$ cat config.mk
export PLATFORM = sky130hd
export DESIGN_NAME = branch_controller
export DESIGN_NICKNAME = d
export VERILOG_FILES = /design/src/rtl/branch_controller_pkg.sv /design/src/rtl/branch_hazard_detect.sv /design/src/rtl/branch_controller.sv
export SDC_FILE = /design/constraint.sdc
export NUM_CORES = 1
export LEC_CHECK = 0
export CAP_MARGIN = 20
export CORE_MARGIN = 2
export CORE_UTILIZATION = 57
export DETAILED_ROUTE_END_ITERATION = 16
export DONT_BUFFER_PORTS = 1
export GPL_TIMING_DRIVEN = 1
export PLACE_DENSITY = 0.76
export SYNTH_ARGS = -nofsm -noshare
export SYNTH_HDL_FRONTEND = slang
export SYNTH_SLANG_ARGS = --single-unit
$ cat constraint.sdc
create_clock -name clock -period 5.52 [get_ports clock]
set_clock_uncertainty 0.15 [all_clocks]
set_input_delay 1.38 -clock clock [delete_from_list [all_inputs] [get_ports clock]]
set_output_delay 1.38 -clock clock [all_outputs]
set_load 0.01 [all_outputs]
$ cat src/rtl/branch_controller_pkg.sv
// Shared encodings for the decode-stage branch sequencer: FSM states,
// the hardwired-zero register number and hazard wait counts.
package branch_controller_pkg;

  typedef enum logic [1:0] {
    BC_IDLE     = 2'd0,
    BC_WAIT     = 2'd1,
    BC_LINK     = 2'd2,
    BC_REDIRECT = 2'd3
  } bc_state_e;

  localparam int REG_ZERO = 0;

  localparam logic [1:0] HAZ_NONE = 2'd0;
  localparam logic [1:0] HAZ_ALU  = 2'd1;
  localparam logic [1:0] HAZ_LOAD = 2'd2;

  function automatic logic [1:0] haz_max(input logic [1:0] a, input logic [1:0] b);
    return (a > b) ? a : b;
  endfunction

endpackage

$ cat src/rtl/branch_hazard_detect.sv
// Combinational count of cycles a branch must wait before both compare
// operands can be forwarded into decode.
module branch_hazard_detect
  import branch_controller_pkg::*;
#(
  parameter int REG_NUM_WIDTH = 5
) (
  input  logic [REG_NUM_WIDTH-1:0] rs_num,
  input  logic [REG_NUM_WIDTH-1:0] rt_num,
  input  logic                     uses_rt,
  input  logic                     ex_reg_write,
  input  logic                     ex_mem_to_reg,
  input  logic [REG_NUM_WIDTH-1:0] ex_write_num,
  input  logic                     mem_reg_write,
  input  logic                     mem_mem_to_reg,
  input  logic [REG_NUM_WIDTH-1:0] mem_write_num,
  output logic [1:0]               h
);

  logic [REG_NUM_WIDTH-1:0] src_num [2];
  logic [1:0]               src_used;
  logic [1:0]               src_h [2];

  assign src_num[0] = rs_num;
  assign src_num[1] = rt_num;
  assign src_used   = {uses_rt, 1'b1};

  generate
    for (genvar gi = 0; gi < 2; gi++) begin : g_src
      always_comb begin
        src_h[gi] = HAZ_NONE;
        if (src_used[gi] && src_num[gi] != REG_NUM_WIDTH'(REG_ZERO)) begin
          if (ex_reg_write && src_num[gi] == ex_write_num)
            src_h[gi] = ex_mem_to_reg ? HAZ_LOAD : HAZ_ALU;
          // An ALU result in MEM is already forwardable; only a load still blocks.
          else if (mem_reg_write && mem_mem_to_reg && src_num[gi] == mem_write_num)
            src_h[gi] = HAZ_ALU;
        end
      end
    end
  endgenerate

  assign h = haz_max(src_h[0], src_h[1]);

endmodule

$ cat src/rtl/branch_controller.sv
// Decode-stage branch sequencer: hazard stall, $ra link handshake, PC redirect.
// Optional BRANCH_STATS_EN adds saturating taken/stall-cycle counters.
module branch_controller
  import branch_controller_pkg::*;
#(
  parameter int ADDR_WIDTH    = 32,
  parameter int REG_NUM_WIDTH = 5
`ifdef BRANCH_STATS_EN
  , parameter int STAT_WIDTH  = 16
`endif
) (
  input  logic                     clock,
  input  logic                     reset_n,
  input  logic                     id_valid,
  input  logic                     id_branch,
  input  logic [REG_NUM_WIDTH-1:0] id_rs_num,
  input  logic [REG_NUM_WIDTH-1:0] id_rt_num,
  input  logic                     id_uses_rt,
  input  logic                     ex_reg_write,
  input  logic                     ex_mem_to_reg,
  input  logic [REG_NUM_WIDTH-1:0] ex_write_num,
  input  logic                     mem_reg_write,
  input  logic                     mem_mem_to_reg,
  input  logic [REG_NUM_WIDTH-1:0] mem_write_num,
  input  logic                     ju_pc_src,
  input  logic [ADDR_WIDTH-1:0]    ju_jump_address,
  input  logic                     ju_ra_write,
  input  logic [ADDR_WIDTH-1:0]    ju_ra_value,
  input  logic                     ra_ack,
  output logic                     stall_if,
  output logic                     stall_id,
  output logic                     flush_if,
  output logic                     pc_load,
  output logic [ADDR_WIDTH-1:0]    pc_target,
  output logic                     ra_req,
  output logic [ADDR_WIDTH-1:0]    ra_data,
  output logic                     busy
`ifdef BRANCH_STATS_EN
  , output logic [STAT_WIDTH-1:0]  stat_taken
  , output logic [STAT_WIDTH-1:0]  stat_stall_cycles
`endif
);

  bc_state_e             state_reg, state_next;
  logic [1:0]            cnt_reg, cnt_next;
  logic                  pc_load_reg, pc_load_next;
  logic                  ra_req_reg, ra_req_next;
  logic [ADDR_WIDTH-1:0] pc_target_reg, pc_target_next;
  logic [ADDR_WIDTH-1:0] ra_data_reg, ra_data_next;
  logic                  stall;
  logic [1:0]            h;

  branch_hazard_detect #(.REG_NUM_WIDTH(REG_NUM_WIDTH)) u_hazard (
    .rs_num         (id_rs_num),
    .rt_num         (id_rt_num),
    .uses_rt        (id_uses_rt),
    .ex_reg_write   (ex_reg_write),
    .ex_mem_to_reg  (ex_mem_to_reg),
    .ex_write_num   (ex_write_num),
    .mem_reg_write  (mem_reg_write),
    .mem_mem_to_reg (mem_mem_to_reg),
    .mem_write_num  (mem_write_num),
    .h              (h)
  );

  always_ff @(posedge clock or negedge reset_n) begin
    if (!reset_n) begin
      state_reg     <= BC_IDLE;
      cnt_reg       <= '0;
      pc_load_reg   <= 1'b0;
      ra_req_reg    <= 1'b0;
      pc_target_reg <= '0;
      ra_data_reg   <= '0;
    end else begin
      state_reg     <= state_next;
      cnt_reg       <= cnt_next;
      pc_load_reg   <= pc_load_next;
      ra_req_reg    <= ra_req_next;
      pc_target_reg <= pc_target_next;
      ra_data_reg   <= ra_data_next;
    end
  end

  always_comb begin
    state_next     = state_reg;
    cnt_next       = cnt_reg;
    pc_load_next   = 1'b0;
    ra_req_next    = ra_req_reg;
    pc_target_next = pc_target_reg;
    ra_data_next   = ra_data_reg;
    stall          = 1'b0;
    unique case (state_reg)
      BC_IDLE: begin
        if (id_valid && id_branch) begin
          if (h != HAZ_NONE) begin
            stall      = 1'b1;
            cnt_next   = h;
            state_next = BC_WAIT;
          end else if (ju_pc_src) begin
            stall          = 1'b1;
            pc_target_next = ju_jump_address;
            if (ju_ra_write) begin
              ra_data_next = ju_ra_value;
              ra_req_next  = 1'b1;
              state_next   = BC_LINK;
            end else begin
              pc_load_next = 1'b1;
              state_next   = BC_REDIRECT;
            end
          end
        end
      end
      BC_WAIT: begin
        stall    = 1'b1;
        cnt_next = cnt_reg - 2'd1;
        if (cnt_reg == 2'd1)
          state_next = BC_IDLE;
      end
      BC_LINK: begin
        stall = 1'b1;
        if (ra_ack) begin
          ra_req_next  = 1'b0;
          pc_load_next = 1'b1;
          state_next   = BC_REDIRECT;
        end
      end
      BC_REDIRECT: state_next = BC_IDLE;
      default:     state_next = BC_IDLE;
    endcase
  end

  // pc_load and flush_if are high exactly while the FSM sits in REDIRECT.
  assign stall_if  = stall;
  assign stall_id  = stall;
  assign pc_load   = pc_load_reg;
  assign flush_if  = pc_load_reg;
  assign pc_target = pc_target_reg;
  assign ra_req    = ra_req_reg;
  assign ra_data   = ra_data_reg;
  assign busy      = (state_reg != BC_IDLE);

`ifdef BRANCH_STATS_EN
  logic [STAT_WIDTH-1:0] stat_taken_reg, stat_stall_cycles_reg;

  always_ff @(posedge clock or negedge reset_n) begin
    if (!reset_n) begin
      stat_taken_reg        <= '0;
      stat_stall_cycles_reg <= '0;
    end else begin
      if (state_reg == BC_REDIRECT && stat_taken_reg != '1)
        stat_taken_reg <= stat_taken_reg + 1'b1;
      if (stall && stat_stall_cycles_reg != '1)
        stat_stall_cycles_reg <= stat_stall_cycles_reg + 1'b1;
    end
  end

  assign stat_taken        = stat_taken_reg;
  assign stat_stall_cycles = stat_stall_cycles_reg;
`endif

endmodule
==> results of run 1 <==
## critical path, stage by stage
cell and delay (ns):
xnor2_1 0.15, nand3_1 0.12, or3_2 0.48, or3_1 0.40
ha_1 0.34, o21bai_2 0.20, a221oi_4 0.10, a311o_4 0.39
o21ai_1 0.16, a21oi_2 0.13
## metal layers
| layer | up-vias | GRT usage (%) | routed length [um] |
|---|---|---|---|
| met5 | - | 0 | 0 |
| met4 | 0 | 9.17 | 102 |
| met3 | 9 | 6.09 | 659 |
| met2 | 104 | 34.2 | 3600 |
| met1 | 988 | 22.6 | 2630 |
| li1 | 920 | - | - |
## power by group
| part | internal [mW] | switching [mW] | total [mW] |
|---|---|---|---|
| clock network | 0.326 | 0.189 | 0.515 |
| logic | 0.301 | 0.191 | 0.492 |
| registers | 0.748 | 0.285 | 1.03 |
| total | 1.37 | 0.665 | 2.04 |
## stage by stage
stage          instances  setup slack [ns]  power, mW
5_1_grt              341          -0.00229       2.16
2_1_floorplan        253           0.00702       1.43
3_3_place_gp         325            0.0830       1.51
6_report             341             0.147       2.04
4_1_cts              341            0.0271       2.06
3_5_place_dp         325            0.0308       1.54
## layout make-up
| type | count | area share (%) |
|---|---|---|
| Sequential cell | 70 | 45.7 |
| Multi-Input combinational cell | 162 | 42.2 |
| Clock buffer | 11 | 3.95 |
| Clock inverter | 5 | 2.71 |
| Tap cell | 75 | 2.45 |
| Timing Repair Buffer | 6 | 1.83 |
| Inverter | 12 | 1.18 |
## cell usage in the layout (no fill, tap or decap), types with 2 or more instances in the layout
cell type	netlist	routed
a21oi_1	4	3
a21oi_2	1	2
a31oi_1	3	3
and3_1	2	2
buf_12	3	2
buf_4	2	4
bufinv_16	0	3
clkbuf_8	0	11
dfrtp_1	70	70
ha_1	9	9
inv_1	12	12
mux2_2	33	33
mux2_4	30	30
nand2_1	8	8
nand3_1	6	6
nand3b_1	2	2
nand4_1	2	2
nor2_1	6	6
o211ai_1	2	2
o21ai_1	1	2
o22ai_1	2	2
or3_2	2	2
or4_1	3	3
xnor2_1	9	9
xor2_1	11	11
## cell families (layout without fill, tap and decap cells)
kind of cell / after synthesis / in the layout / share of synthesized area, %
buffers and inverters: 21 / 34 / 4.51
multiplexers: 65 / 65 / 24.1
AO/OA/AOI/OAI: 28 / 28 / 6.23
AND/OR/NAND/NOR: 40 / 40 / 6.70
flip-flops: 70 / 70 / 50.2
XOR/XNOR: 20 / 20 / 5.02
adder cells (fa/ha/maj): 9 / 9 / 3.22
## final timing paths
path | endpoint | cells past startpoint
worst max-delay path | stall_id | 10
worst max register to register | pc_target[23]$_DFFE_PN0P_ | 7
max in group asynchronous | pc_target[21]$_DFFE_PN0P_ | 0
worst min register to register | state_reg[1]$_DFFE_PN0P_ | 1
min in group asynchronous | ra_data[4]$_DFFE_PN0P_ | 0
worst min-delay path | state_reg[1]$_DFFE_PN0P_ | 1
## what timing repair did
| item | CTS | global route |
|---|---|---|
| hold buffers | 0 | 0 |
| endpoints found under the setup margin | 0 | 2 |
| buffers inserted | 0 | 0 |
| resized for setup | 0 | 4 |
==> impl_metrics.yaml, run 1 <==
logic_synthesis:
  yosys_register_bits: 70
  ys_top_cells_by_count: "70 x dfrtp_1, 33 x mux2_2, 30 x mux2_4"
  async_flop_share_pct: 100
  syn_nets: 358
  yosysSeqAreaShare_pct: 50.2
  netlist.area_leader.share_pct: 50.2
  yosys_warnings: 0
  yosys-top-cells-area: "dfrtp_1 50%, mux2_4 13%, mux2_2 11%"
  synthFlopType: "dfrtp_1"
  syn_avg_cell_area_um2: 13.8
  synthCells: 253
  yosysMostFrequentCell: "dfrtp_1"
  synth_cell_types: 50
  yosysTopAreaCell: "dfrtp_1"
  syn_area_um2: 3490
  synth_edf_count: 0
flow_run:
  drv_cap: 0
clocking:
  cts_root_buffer: "clkbuf_8"
  cts_buffer_depth: 2
  numCtsBuffers: 9
  htreeDepth: 3
  cts_tree: "built"
  clkTransAtPathRegs_ns: 0.07
  clkSinkCount: 70
  insertion_delay_ns: 0.33
sta:
  worstMarginPinSlew_ns: 0.524
  maxSlewHeadroom_pct: 64.9
  setup_viol: 0
  slew_viol_final: 0
  fmax_mhz: 186
  holdWs_ns: 0.417
  hold_viol_final: 0
  min_period_over_period_pct: 97.3
  post-route-min-period_ns: 5.37
  fin_tns_setup_ns: 0
run_status:
  outcome: "complete, no violations"
power_and_ir_drop:
  ir_drop_uv: 368
  power_density_nw_per_um2: 533
  leakagePower_nw: 1.70
routing:
  drt_iter0_drc: 60
  vias_per_cell: 5.93
  postRouteAntennaNets: 0
  first_pass_iters: 4
  routed_wl_um: 6990
  vias: 2021
  drc: 0
  wl_per_cell_um: 20.5
worst_setup_path:
  startpoint: "id_rs_num[0]"
  cp.required_ns: 3.99
  cp-start-kind: "input pin"
  path_class: "input pin to output pin"
  cp_max_fo: 3
  rrSetupSlack_ns: 2.96
  setup.worst_path.end_class: "output pin"
  r2r-start: "state_reg[0]$_DFFE_PN0P_"
  worst-endpoint-arrival_ns: 3.84
global_routing:
  grt_pass1_wl_um: 9940
  grt_pass1_vias: 2029
  groute.usage.overall_pct: 19.9
  grt_max_degree: 71
  antenna_found_initial: 0
  overflow: 0
placement:
  hpwl_um: 5260
  postPlaceCellArea_um2: 3550
  port_buffers: 0
  gp_congestion: 0.857
hold_path:
  hold_class: "flip-flop to flip-flop"
  min-delay-start: "state_reg[1]$_DFFE_PN0P_"
die:
  rows: 28
  ios: 166
  fp.dieW_um: 82.3
  start_util_pct: 59.0
  fp.dieArea_um2: 6770
  fp.dieH_um: 82.3
  core_um2: 5920
layout:
  drive_gt1_share_pct: 36.1
  area_growth_pct: 9.71
  fill_cells: 435
  multi_input_area_um2: 1620
  layout.nets: 366
  antennaDiodeCount: 0
  final_area_um2: 3830
  final_core_util_pct: 64.7
  seq_area_um2: 1750
No activity file was read; power rests on OpenSTA's default activity.
==> inputs of run 2 (changes only) <==
- CORE_UTILIZATION: 57 -> 55
- CTS_CLUSTER_DIAMETER: unset -> 120
- PLACE_DENSITY: 0.76 -> 0.74
==> impl_metrics.yaml, run 2 (synthesized netlist as in run 1, its figures left out) <==
worst_setup_path:
  r2r-start: "state_reg[1]$_DFFE_PN0P_"
  path_class: "input pin to output pin"
  worstReg2RegEnd: "ra_data[0]$_DFFE_PN0P_"
  rr_worst_depth: 7
  setup.worst_path.end_class: "output pin"
  cp.required_ns: 3.99
  startpoint: "id_rs_num[0]"
  cp-start-kind: "input pin"
  crit_chain: "xnor2_1, nand3_1, or3_2, or3_1, ha_1, nand2b_4, a221oi_2, a311o_4, o21ai_1, a21oi_2"
  rrSetupSlack_ns: 3.06
  worst-endpoint-arrival_ns: 3.82
  worst_path_largest_cell_delay_ns: 0.47
  cp_max_fo: 3
  cp_slowest_cell: "or3_2"
  critPathCapture: "stall_id"
layout:
  fill_cells: 470
  stdcell_count: 343
  final_area_um2: 3790
  antennaDiodeCount: 0
  final_cell_mix: "70 x dfrtp_1, 33 x mux2_2, 30 x mux2_4"
  layout.nets: 366
  drive_gt1_share_pct: 36.1
  area_growth_pct: 8.67
  layout_commonest_cell: "dfrtp_1"
clocking:
  cts_buffer_depth: 2
  cts_tree: "built"
  htreeDepth: 3
  cts_root_buffer: "clkbuf_8"
  insertion_delay_ns: 0.33
  clkTransAtPathRegs_ns: 0.07
  numCtsBuffers: 9
  clkSinkCount: 70
die:
  fp.dieH_um: 83.7
  ios: 166
  fp.dieArea_um2: 7000
  core_um2: 6240
  rows: 29
  fp.dieW_um: 83.7
  start_util_pct: 56.0
global_routing:
  top_usage_layer: "met2"
  antenna_found_initial: 0
  grt_pass1_vias: 2204
  grtUsageMet1_pct: 23.3
  use_met2_pct: 31.6
  groute.usage.overall_pct: 19.2
  grt_pass1_wl_um: 10700
  grt_use_met3_pct: 7.72
  overflow: 0
  grt_max_degree: 71
sta:
  setup_viol: 0
  maxSlewHeadroom_pct: 67.9
  slew_viol_final: 0
  post-route-min-period_ns: 5.35
  hold_viol_final: 0
  fmax_mhz: 187
  min_period_over_period_pct: 97.0
  worstMarginPinSlew_ns: 0.480
routing:
  vias: 2032
  drc: 0
  drt_iter0_drc: 62
  first_pass_iters: 7
  postRouteAntennaNets: 0
  vias_per_cell: 5.92
  wl_per_cell_um: 18.9
  routed_wl_um: 6490
run_status:
  outcome: "complete, no violations"
power_and_ir_drop:
  leakagePower_nw: 1.68
  power_density_nw_per_um2: 519
  ir_drop_uv: 343
  total_power_mw: 1.97
hold_path:
  worstHoldPathCells: 1
  hold_class: "flip-flop to flip-flop"
placement:
  hpwl_um: 4820
  postPlaceCellArea_um2: 3550
  gp_congestion: 0.884
  dp_cells: 327
  port_buffers: 0
flow_run:
  drv_cap: 0
## run 2: changes by cell type in the layout (fill, tap and decap cells not counted), sizes merged
cell    previous run  this run
clkinv             1         3
inv               13        14
bufinv             3         2
clkbuf            11         9
## run 2: final cells by class
class	count	area [um^2]	area share, %
well taps	77	96.3	2.54
inverters	12	45.0	1.19
flip-flops and latches	70	1750	46.2
multi-input cells	162	1600	42.3
clock inverters	7	104	2.74
clock buffers	9	124	3.26
repair buffers	6	70.1	1.85
## run 2: stage by stage
| step | TNS, ns | utilization, % | hold slack [ns] | setup slack (ns) |
|---|---|---|---|---|
| after floorplan | 0 | - | 0.365 | 0.00702 |
| after global placement | 0 | 56.9 | 0.401 | 0.114 |
| after detailed placement | 0 | 56.9 | 0.401 | 0.0323 |
| after CTS | 0 | 60.5 | 0.423 | 0.0239 |
| after global routing | -0.00551 | 60.8 | 0.431 | -0.00279 |
| final | 0 | 60.8 | 0.419 | 0.168 |
## run 2: timing repair
item | CTS | global route
setup endpoints to repair | 0 | 2
buffers inserted | 0 | 0
hold buffers | 0 | 0
gates resized for setup | 0 | 3
## run 2: critical path: cells and delay by family
family,cells,cell delay (ns)
xor gates and xnor gates,1,0.15
and+or+nand+nor,4,1.17
adders and majority gates,1,0.34
AOI/OAI and AO/OA,4,0.79
## run 2: report_power, final
group          switching (mW)  leakage (nW)  total, mW  internal, mW
clock network           0.197         0.114      0.457         0.260
registers               0.276         0.862       1.02         0.748
logic                   0.189         0.702      0.490         0.301
total                   0.662          1.68       1.97          1.31
## run 2: per-layer routing
metal / part of all wire (%) / vias up / wire length [um]
met4: 0.71 / 0 / 46
met2: 50 / 119 / 3230
met5: 0 / - / 0
li1: - / 923 / -
met3: 9.7 / 4 / 630
met1: 40 / 986 / 2570
## run 2: worst min path at each step
stage / start / to / slack [ns]
global placement: pc_target[29]$_DFFE_PN0P_ / pc_target[29]$_DFFE_PN0P_ / 0.40
CTS: state_reg[1]$_DFFE_PN0P_ / state_reg[1]$_DFFE_PN0P_ / 0.42
floorplan: state_reg[1]$_DFFE_PN0P_ / state_reg[1]$_DFFE_PN0P_ / 0.36
detailed placement: pc_target[29]$_DFFE_PN0P_ / pc_target[29]$_DFFE_PN0P_ / 0.40
global route: pc_target[29]$_DFFE_PN0P_ / pc_target[29]$_DFFE_PN0P_ / 0.43
finish: state_reg[1]$_DFFE_PN0P_ / state_reg[1]$_DFFE_PN0P_ / 0.42
==> inputs of run 3 (changes only) <==
- CTS_CLUSTER_DIAMETER: 120 -> unset
==> results of run 3 <==
The final DEF is identical to that of run 2; final timing and power are the same.
